===== src/rtl/spi_pkg.sv =====
// Shared definitions for the SPI slave endpoint.
//   - SPI mode bit positions (CPOL / CPHA inside the 2-bit mode number)
//   - byte width and the default byte returned when nothing was loaded
//   - interface state encoding
package spi_pkg;

  localparam int CPOL_BIT = 1;  // SCK idle level
  localparam int CPHA_BIT = 0;  // 0: sample on leading edge, 1: on trailing edge
  localparam int BYTE_W   = 8;
  localparam int CNT_W    = $clog2(BYTE_W);

  localparam logic [BYTE_W-1:0] DEFAULT_IDLE_BYTE = 8'hFF;

  typedef enum logic {
    ST_IDLE,    // chip select high
    ST_ACTIVE   // chip select low
  } state_t;

endpackage


===== src/rtl/spi_sync_edge.sv =====
// Two-flop synchroniser for an asynchronous input, followed by one history
// flop used to detect transitions of the synchronised value.
// Ports:
//   clk  : system clock
//   rst  : asynchronous active-high reset, all flops load RST_VAL
//   din  : asynchronous input
//   sync : synchronised level
//   rise : one-cycle pulse on a 0->1 transition of sync
//   fall : one-cycle pulse on a 1->0 transition of sync
module spi_sync_edge #(
  parameter logic RST_VAL = 1'b0
) (
  input  logic clk,
  input  logic rst,
  input  logic din,
  output logic sync,
  output logic rise,
  output logic fall
);

  logic meta;
  logic sync_q;
  logic prev;

  always_ff @(posedge clk or posedge rst) begin
    if (rst) begin
      meta   <= RST_VAL;
      sync_q <= RST_VAL;
      prev   <= RST_VAL;
    end else begin
      meta   <= din;
      sync_q <= meta;
      prev   <= sync_q;
    end
  end

  assign sync = sync_q;
  assign rise = sync_q & ~prev;
  assign fall = ~sync_q & prev;

endmodule


===== src/rtl/spi_slave.sv =====
// SPI slave endpoint, clocked by the local system clock. SCK, CS_n and MOSI
// are oversampled through synchronisers; MOSI is deserialised into bytes and
// a preloaded TX byte is serialised onto MISO, MSB first, in any SPI mode.
// Ports:
//   i_clk, i_rst          : system clock, asynchronous active-high reset
//   i_TX_Byte, i_TX_DV    : byte to return to the master and its load strobe
//   o_TX_Ready            : holding register empty
//   o_TX_Underrun         : pulse, a byte slot started with nothing loaded
//   o_RX_DV, o_RX_Byte    : pulse and value of each completed received byte
//   i_SPI_clk, i_SPI_CS_n, i_SPI_MOSI : board-level SPI inputs (asynchronous)
//   o_SPI_MISO, o_SPI_MISO_En         : serial data out and its output enable
module spi_slave
  import spi_pkg::*;
#(
  parameter int                SPI_MODE     = 0,
  parameter logic [BYTE_W-1:0] TX_IDLE_BYTE = DEFAULT_IDLE_BYTE
) (
  input  logic              i_clk,
  input  logic              i_rst,
  input  logic [BYTE_W-1:0] i_TX_Byte,
  input  logic              i_TX_DV,
  output logic              o_TX_Ready,
  output logic              o_TX_Underrun,
  output logic              o_RX_DV,
  output logic [BYTE_W-1:0] o_RX_Byte,
  input  logic              i_SPI_clk,
  input  logic              i_SPI_CS_n,
  input  logic              i_SPI_MOSI,
  output logic              o_SPI_MISO,
  output logic              o_SPI_MISO_En
);

  localparam logic [1:0] MODE = SPI_MODE[1:0];
  localparam logic       CPOL = MODE[CPOL_BIT];
  localparam logic       CPHA = MODE[CPHA_BIT];

  // ---------------------------------------------------------------------
  // Input synchronisation
  // ---------------------------------------------------------------------
  logic sck_sync, sck_rise, sck_fall;
  logic cs_sync, cs_rise, cs_fall;
  logic mosi_meta, mosi_sync;

  spi_sync_edge #(.RST_VAL(CPOL)) u_sck_sync (
    .clk  (i_clk),
    .rst  (i_rst),
    .din  (i_SPI_clk),
    .sync (sck_sync),
    .rise (sck_rise),
    .fall (sck_fall)
  );

  spi_sync_edge #(.RST_VAL(1'b1)) u_cs_sync (
    .clk  (i_clk),
    .rst  (i_rst),
    .din  (i_SPI_CS_n),
    .sync (cs_sync),
    .rise (cs_rise),
    .fall (cs_fall)
  );

  always_ff @(posedge i_clk or posedge i_rst) begin
    if (i_rst) begin
      mosi_meta <= 1'b0;
      mosi_sync <= 1'b0;
    end else begin
      mosi_meta <= i_SPI_MOSI;
      mosi_sync <= mosi_meta;
    end
  end

  // ---------------------------------------------------------------------
  // State register
  // ---------------------------------------------------------------------
  state_t state_reg, state_next;

  always_ff @(posedge i_clk or posedge i_rst) begin
    if (i_rst) state_reg <= ST_IDLE;
    else       state_reg <= state_next;
  end

  always_comb begin
    state_next = state_reg;
    case (state_reg)
      ST_IDLE:   if (cs_fall) state_next = ST_ACTIVE;
      ST_ACTIVE: if (cs_rise) state_next = ST_IDLE;
      default:   state_next = ST_IDLE;
    endcase
  end

  // ---------------------------------------------------------------------
  // Edge classification. An edge is leading when SCK has just left its
  // idle level, trailing when it has just returned to it.
  // ---------------------------------------------------------------------
  logic sck_edge, lead_edge, trail_edge;
  logic active, sample_edge, shift_edge;
  logic [CNT_W-1:0] bit_cnt;
  logic last_bit, slot_start;

  assign sck_edge    = sck_rise | sck_fall;
  assign lead_edge   = sck_edge & (sck_sync != CPOL);
  assign trail_edge  = sck_edge & (sck_sync == CPOL);
  assign active      = (state_reg == ST_ACTIVE) & ~cs_sync;
  assign sample_edge = active & (CPHA ? trail_edge : lead_edge);
  assign shift_edge  = active & (CPHA ? lead_edge : trail_edge);
  assign last_bit    = (bit_cnt == CNT_W'(BYTE_W - 1));

  // A new byte slot opens at CS_n fall and at every 8th sample edge, so the
  // next MSB is already on MISO for back-to-back bytes.
  assign slot_start  = ((state_reg == ST_IDLE) & cs_fall) | (sample_edge & last_bit);

  // ---------------------------------------------------------------------
  // Datapath
  // ---------------------------------------------------------------------
  logic [BYTE_W-1:0] hold_byte;
  logic              hold_full;
  logic [BYTE_W-1:0] tx_shift;
  logic [BYTE_W-1:0] rx_shift;
  logic [BYTE_W-1:0] rx_next;

  assign rx_next = {rx_shift[BYTE_W-2:0], mosi_sync};

  always_ff @(posedge i_clk or posedge i_rst) begin
    if (i_rst) begin
      hold_byte     <= '0;
      hold_full     <= 1'b0;
      tx_shift      <= '1;
      rx_shift      <= '0;
      bit_cnt       <= '0;
      o_RX_Byte     <= '0;
      o_RX_DV       <= 1'b0;
      o_TX_Underrun <= 1'b0;
    end else begin
      o_RX_DV       <= 1'b0;
      o_TX_Underrun <= 1'b0;

      // Receive side; a CS_n rise throws away any partial byte.
      if ((state_reg == ST_ACTIVE) && cs_rise) begin
        bit_cnt <= '0;
      end else if (sample_edge) begin
        rx_shift <= rx_next;
        bit_cnt  <= bit_cnt + CNT_W'(1);
        if (last_bit) begin
          o_RX_Byte <= rx_next;
          o_RX_DV   <= 1'b1;
        end
      end

      // Transmit side. The first shift edge of a slot (bit_cnt == 0) keeps
      // the MSB in place: for CPHA=0 it is the trailing edge right after the
      // slot was reloaded, for CPHA=1 it is the edge that launches the MSB.
      if ((state_reg == ST_ACTIVE) && cs_rise) begin
        tx_shift <= '1;
      end else if (slot_start) begin
        tx_shift      <= hold_full ? hold_byte : TX_IDLE_BYTE;
        o_TX_Underrun <= ~hold_full;
      end else if (shift_edge && (bit_cnt != '0)) begin
        tx_shift <= {tx_shift[BYTE_W-2:0], 1'b1};
      end

      // Holding register: a slot start empties it; a load is accepted only
      // while it is empty, so a load coinciding with an empty slot start is
      // kept for the following slot.
      if (slot_start && hold_full) begin
        hold_full <= 1'b0;
      end else if (i_TX_DV && !hold_full) begin
        hold_byte <= i_TX_Byte;
        hold_full <= 1'b1;
      end
    end
  end

  assign o_TX_Ready    = ~hold_full;
  assign o_SPI_MISO_En = (state_reg == ST_ACTIVE);
  assign o_SPI_MISO    = (state_reg == ST_ACTIVE) ? tx_shift[BYTE_W-1] : 1'b1;

endmodule


===== config.mk =====
export PLATFORM = sky130hd
export DESIGN_NAME = spi_slave
export DESIGN_NICKNAME = d
export VERILOG_FILES = /design/src/rtl/spi_pkg.sv /design/src/rtl/spi_sync_edge.sv /design/src/rtl/spi_slave.sv
export SDC_FILE = /design/constraint.sdc
export NUM_CORES = 1
export LEC_CHECK = 0
export CELL_PAD_IN_SITES_DETAIL_PLACEMENT = 0
export CELL_PAD_IN_SITES_GLOBAL_PLACEMENT = 1
export CORE_MARGIN = 4
export CORE_UTILIZATION = 23
export CTS_BUF_LIST = sky130_fd_sc_hd__clkbuf_8
export DETAILED_ROUTE_END_ITERATION = 7
export GPL_ROUTABILITY_DRIVEN = 0
export PLACE_DENSITY = 0.56
export SLEW_MARGIN = 20
export SYNTH_ARGS = -nofsm -noshare
export SYNTH_HDL_FRONTEND = slang
export SYNTH_SLANG_ARGS = --single-unit

===== constraint.sdc =====
create_clock -name i_clk -period 1.4 [get_ports i_clk]
set_input_delay 0.42 -clock i_clk [delete_from_list [all_inputs] [get_ports i_clk]]
set_output_delay 0.42 -clock i_clk [all_outputs]
set_load 0.005 [all_outputs]

# ---- Word-level counts from Yosys, hierarchy flattened
# Cells that the tools add are included.
dict set report word_totals {
  ff_bits 46
}
dict set report op_classes {
  n_addsub 1
  eq_ne 1
  mux 17
  n_bitwise 21
  n_reduce_logical 12
}
# op n
set op_table {}
lappend op_table {{$mux W8} 4}
lappend op_table {{$and A1 B1 Y1} 11}
lappend op_table {{$mux W1} 10}
lappend op_table {{$not A1 Y1} 8}
lappend op_table {{$mux W3} 2}
lappend op_table {{$reduce_bool A3 Y1} 2}
lappend op_table {{$logic_and A1 B1 Y1} 4}
lappend op_table {{$reduce_and A2 Y1} 2}
lappend op_table {{$reduce_bool A2 Y1} 2}
lappend op_table {{$add A3 B1 Y3 const B} 1}
lappend op_table {{$eq A3 B3 Y1 const B} 1}
lappend op_table {{$reduce_and A3 Y1} 1}
lappend op_table {{$or A1 B1 Y1} 2}
lappend op_table {{$pmux W1 S2} 1}
lappend op_table {{$logic_not A1 Y1} 1}

# ---- Depth between registers and ports, before layout
dict set report depth {
  depth_word 10
  ltp_mapped 7
}

# ---- Cells and area by module
# Synthesis repeated with hierarchy kept, for this count alone.
dict set report hier_totals {
  cells_unflattened 124
  hier_area_um2 1873.0
}
# module n_inst cells_per_inst area_per_inst_um2 seq_area_each_um2
set modules_own_cells {}
lappend modules_own_cells {spi_slave 1 112 1681.6 1011.0}
lappend modules_own_cells {{spi_sync_edge at u_cs_sync} 1 6 97.6 78.8}
lappend modules_own_cells {{spi_sync_edge at u_sck_sync} 1 6 93.8 75.1}

# ---- Worst setup path before layout
# No wires, ideal clock.
dict set report synth_path {
  path_type {register to register}
  start {register bit_cnt[0]}
  end {register tx_shift[2]}
  arrival_ns 1.404
  slack_ns -0.090
  path_stages_with_launch 8
  path_buffers 1
  synth_period_minus_slack_ns 1.490
  cell_sequence {dfrtp_1 -> ha_1 -> ha_1 -> nand4b_1 -> a21oi_2 -> buf_4 -> o21ai_0 -> o31ai_2}
}
dict set report synth_between {
  elab_chain_cells 5
  elab_cells_between_ends 8
  classes_between {eq/ne (1); mux (2); bitwise (2); reduce/logical (3)}
}
# element line
set synth_lines {}
lappend synth_lines {{from (decl)} spi_slave.sv:97} ;# logic [CNT_W-1:0] bit_cnt;
lappend synth_lines {{from (signal assigned)} spi_slave.sv:142} ;# bit_cnt <= bit_cnt + CNT_W'(1);
lappend synth_lines {{$eq A3 B3 Y1} spi_slave.sv:106} ;# assign last_bit = (bit_cnt == CNT_W'(BYTE_W - 1));
lappend synth_lines {{$and A1 B1 Y1} spi_slave.sv:110} ;# assign slot_start = ((state_reg == ST_IDLE) & cs_fall) | (sample_edge & last_bit);
lappend synth_lines {{$or A1 B1 Y1} spi_slave.sv:110}
lappend synth_lines {{$mux W8} spi_slave.sv:154} ;# end else if (slot_start) begin
lappend synth_lines {{$mux W8} spi_slave.sv:152} ;# if ((state_reg == ST_ACTIVE) && cs_rise) begin
lappend synth_lines {{to (signal assigned)} spi_slave.sv:155} ;# tx_shift <= hold_full ? hold_byte : TX_IDLE_BYTE;
lappend synth_lines {{to (signal assigned)} spi_slave.sv:158} ;# tx_shift <= {tx_shift[BYTE_W-2:0], 1'b1};
lappend synth_lines {{to (decl)} spi_slave.sv:117} ;# logic [BYTE_W-1:0] tx_shift;
# Several ways; a longest one is shown, not always the timed one.
# A chain may end at the register's enable or synchronous reset.

# ---- Final worst setup path
dict set report layout_path {
  start {register bit_cnt[0]}
  end {register tx_shift[3]}
}
# The elaborated chain is that of the path after synthesis.

==> results.yml <==
floorplan:
  rows: 32
  io-pin-count: 27
  core_um2: 7807
  start_util_pct: 23.94
  die_h_um: 98.15
  dieArea_um2: 9633
  fp.dieW_um: 98.15
outcome:
  failed_checks: "setup timing"
  status: "complete, but fails checks"
synth:
  synth_area_leaders: "dfrtp_1 (47%), dfstp_2 (15%), mux2_2 (14%)"
  synth_compound_area_share_pct: 7.764
  synthAdderAreaFrac_pct: 2.544
  avgSynthCellArea_um2: 14.16
  synth_xor_xnor_area_share_pct: 0
  ys_types: 30
  yosys_warnings: 0
  synth_top_family_by_area: "multiplexers"
  syn_inst: 132
  synth_mux_area_share_pct: 14.46
  synth_top_cell_area_share_pct: 46.85
  syn_nets: 149
  syn-cell-area_um2: 1869
  yosysSeqAreaShare_pct: 62.32
  yosys.area_share.simple_pct: 9.772
  ys_ff_latch: 46
  synth_top_cell_by_area: "dfrtp_1"
layout:
  drive_above_1_share_pct: 51.31
  fin_util_pct: 36.86
  n_antenna_cell: 0
  area_delta_synth_final_pct: 53.95
  final_cell_mix: "dfrtp_1 (35), mux2_4 (15), buf_4 (14), clkdlybuf4s50_1 (13), dfstp_2 (11)"
  nNetsFinal: 207
  finish.instance_area_um2: 2878
  final_common_cell: "dfrtp_1"
setup_path:
  startpoint: "bit_cnt[0]"
  r2r-end: "tx_shift[3]"
  max_stage_delay_ns: 0.43
  cp_common_cell: "ha_4"
  crit_fanout: 13
  crit_arrival_ns: 1.82
  cp-start-kind: "flip-flop"
  reg2reg_slack_ns: -0.20
  path_cells: "ha_4 > ha_4 > nand4b_1 > a21oi_4 > buf_12 > buf_6 > o31ai_4"
  end_kind: "flip-flop"
  crit_buf_inv: 2
  path_class: "flip-flop to flip-flop"
  reg2reg_depth: 7
  crit_required_ns: 1.61
  cp_slowest_cell: "dfrtp_1"
  reg2reg_from: "bit_cnt[0]"
  critPathTopFamily: "flip-flops"
timing:
  clock_skew_ns: 0.007369
  hold_slack_ns: 0.3590
  fin_crit_sh_pct: 114.5
  slew_headroom_pct: 75.71
  setup_slack_ns: -0.2035
  rsz0062_at_grt: "yes"
  drv_slew: 0
  setup_violations: 28
  timing.fmax_mhz: 623.7
  hold_viol: 0
  finalCriticalPeriod_ns: 1.603
  worst_pin_slew_ns: 0.3606
route:
  routed_wl_um: 4534
  drt_iter0_markers: 36
  drc_errors: 0
  num_vias: 1260
  vias_per_cell: 4.300
  first_pass_iters: 4
  antenna_left: 0
  routedWlPerCell_um: 15.47
global_routing:
  grt_max_degree: 47
  grt_usage_pct: 9.771
  grt_antenna_before_repair: 0
  grt_pass1_wl_um: 7500
  grt_pass1_vias: 1447
  overflow: 0
power_and_ir_drop:
  ir_drop_v: 0.0005473
  cellPowerDensity_nw_per_um2: 1260
  leakagePower_nw: 1.271
clock_network:
  clk_latency_ns: 0.30
  cts_tree: "yes"
  cts.sinks: 46
  clk_pin_slew_ns: 0.09
  h-tree-depth: 2
  ctsHoldBuffers: 0
  clock_path_buffers: 2
  cts_buffers: 5
  cts_root_buf: "clkbuf_8"
placed_design:
  placed_cell_area_um2: 2394
  hpwlAfterDp_um: 2706
  io_buffers: 26
worst_hold_path:
  min_from: "u_cs_sync.meta"
  hold_end: "u_cs_sync.sync"
  min_path_type: "flip-flop to flip-flop"
  min_path_cells: 0
job:
  max_cap_violations: 0
[cell families (layout without fill, tap and decap cells)]
kind of cell | count (synthesis) | after routing
adder cells (fa/ha/maj) | 4 | 4
buffers and inverters | 12 | 69
AO/OA/AOI/OAI | 20 | 21
flip-flops | 46 | 46
multiplexers | 24 | 24
AND/OR/NAND/NOR | 26 | 27
[state kept, by name (all words and copies together) (netlist names), 3 cells and up]
name       flops
hold_byte      8
rx_shift       7
bit_cnt        3
tx_shift       8
o_RX_Byte      8
[final cells by class]
type	instances	area (µm²)
fill	754	4930
sequential	46	1165
multi-input combinational	76	904.6
timing repair buffer	54	560.5
tap	102	127.6
clock buffer	5	68.82
inverter	7	30.03
clock inverter	3	21.27
[layer usage]
layer	vias up	routed length [µm]	GRT usage [%]
met4	0	31	2.206
met3	4	185	2.929
met5	-	0	0
met1	642	1892	11.90
li1	586	-	-
met2	28	2425	17.07
[power breakdown]
group	total, mW	internal, mW	leakage, nW	switching, mW
Combinational	0.957	0.578	0.665	0.378
Sequential	1.86	1.67	0.562	0.184
Clock	0.815	0.351	0.0441	0.463
Total	3.63	2.60	1.27	1.03
[worst max path at each step]
stage,to,slack (ns),depth (start not counted)
floorplan,tx_shift[2],-0.05,7
global placement,hold_byte[7],-0.25,4
detailed placement,hold_byte[2],-0.27,4
CTS,tx_shift[3],-0.19,7
global route,tx_shift[3],-0.25,7
finish,tx_shift[3],-0.20,7
[repair_timing]
action                     4_1_cts  5_1_grt
gates resized for setup         58       31
hold endpoints to repair         0        0
pin swaps                        8        7
setup buffers                    8        8
cloned                           3        1
setup endpoints to repair       41       39
[synthesized netlist by cell type]
library cell / instances
dfrtp_1: 35
mux2_2: 24
dfstp_2: 11
and3b_1: 7
inv_1: 7
nor2_1: 7
o21ai_0: 7
o31ai_1: 5
ha_1: 3
a22o_1: 2
buf_2: 2
nor2b_1: 2
nor3b_1: 2
o31ai_2: 2
a21oi_2: 1
and3_1: 1
and4bb_1: 1
and4bb_2: 1
buf_4: 1
buf_6: 1
clkbuf_1: 1
maj3_1: 1
nand2_2: 1
nand2b_1: 1
nand3b_1: 1
nand4b_1: 1
o21ai_1: 1
o21ai_2: 1
o21bai_1: 1
or2b_1: 1
[through the flow]
step / total power [mW] / setup slack [ns] / instances / TNS (ns)
after floorplan: 2.272 / -0.04841 / 132 / -0.4414
after global placement: 2.532 / -0.2538 / 270 / -4.067
after detailed placement: 2.592 / -0.2682 / 270 / -5.555
after CTS: 3.561 / -0.1939 / 286 / -2.169
after global routing: 3.855 / -0.2503 / 293 / -3.981
final: 3.627 / -0.2035 / 293 / -2.314
Note: power is estimated with default switching activity, not from simulation.
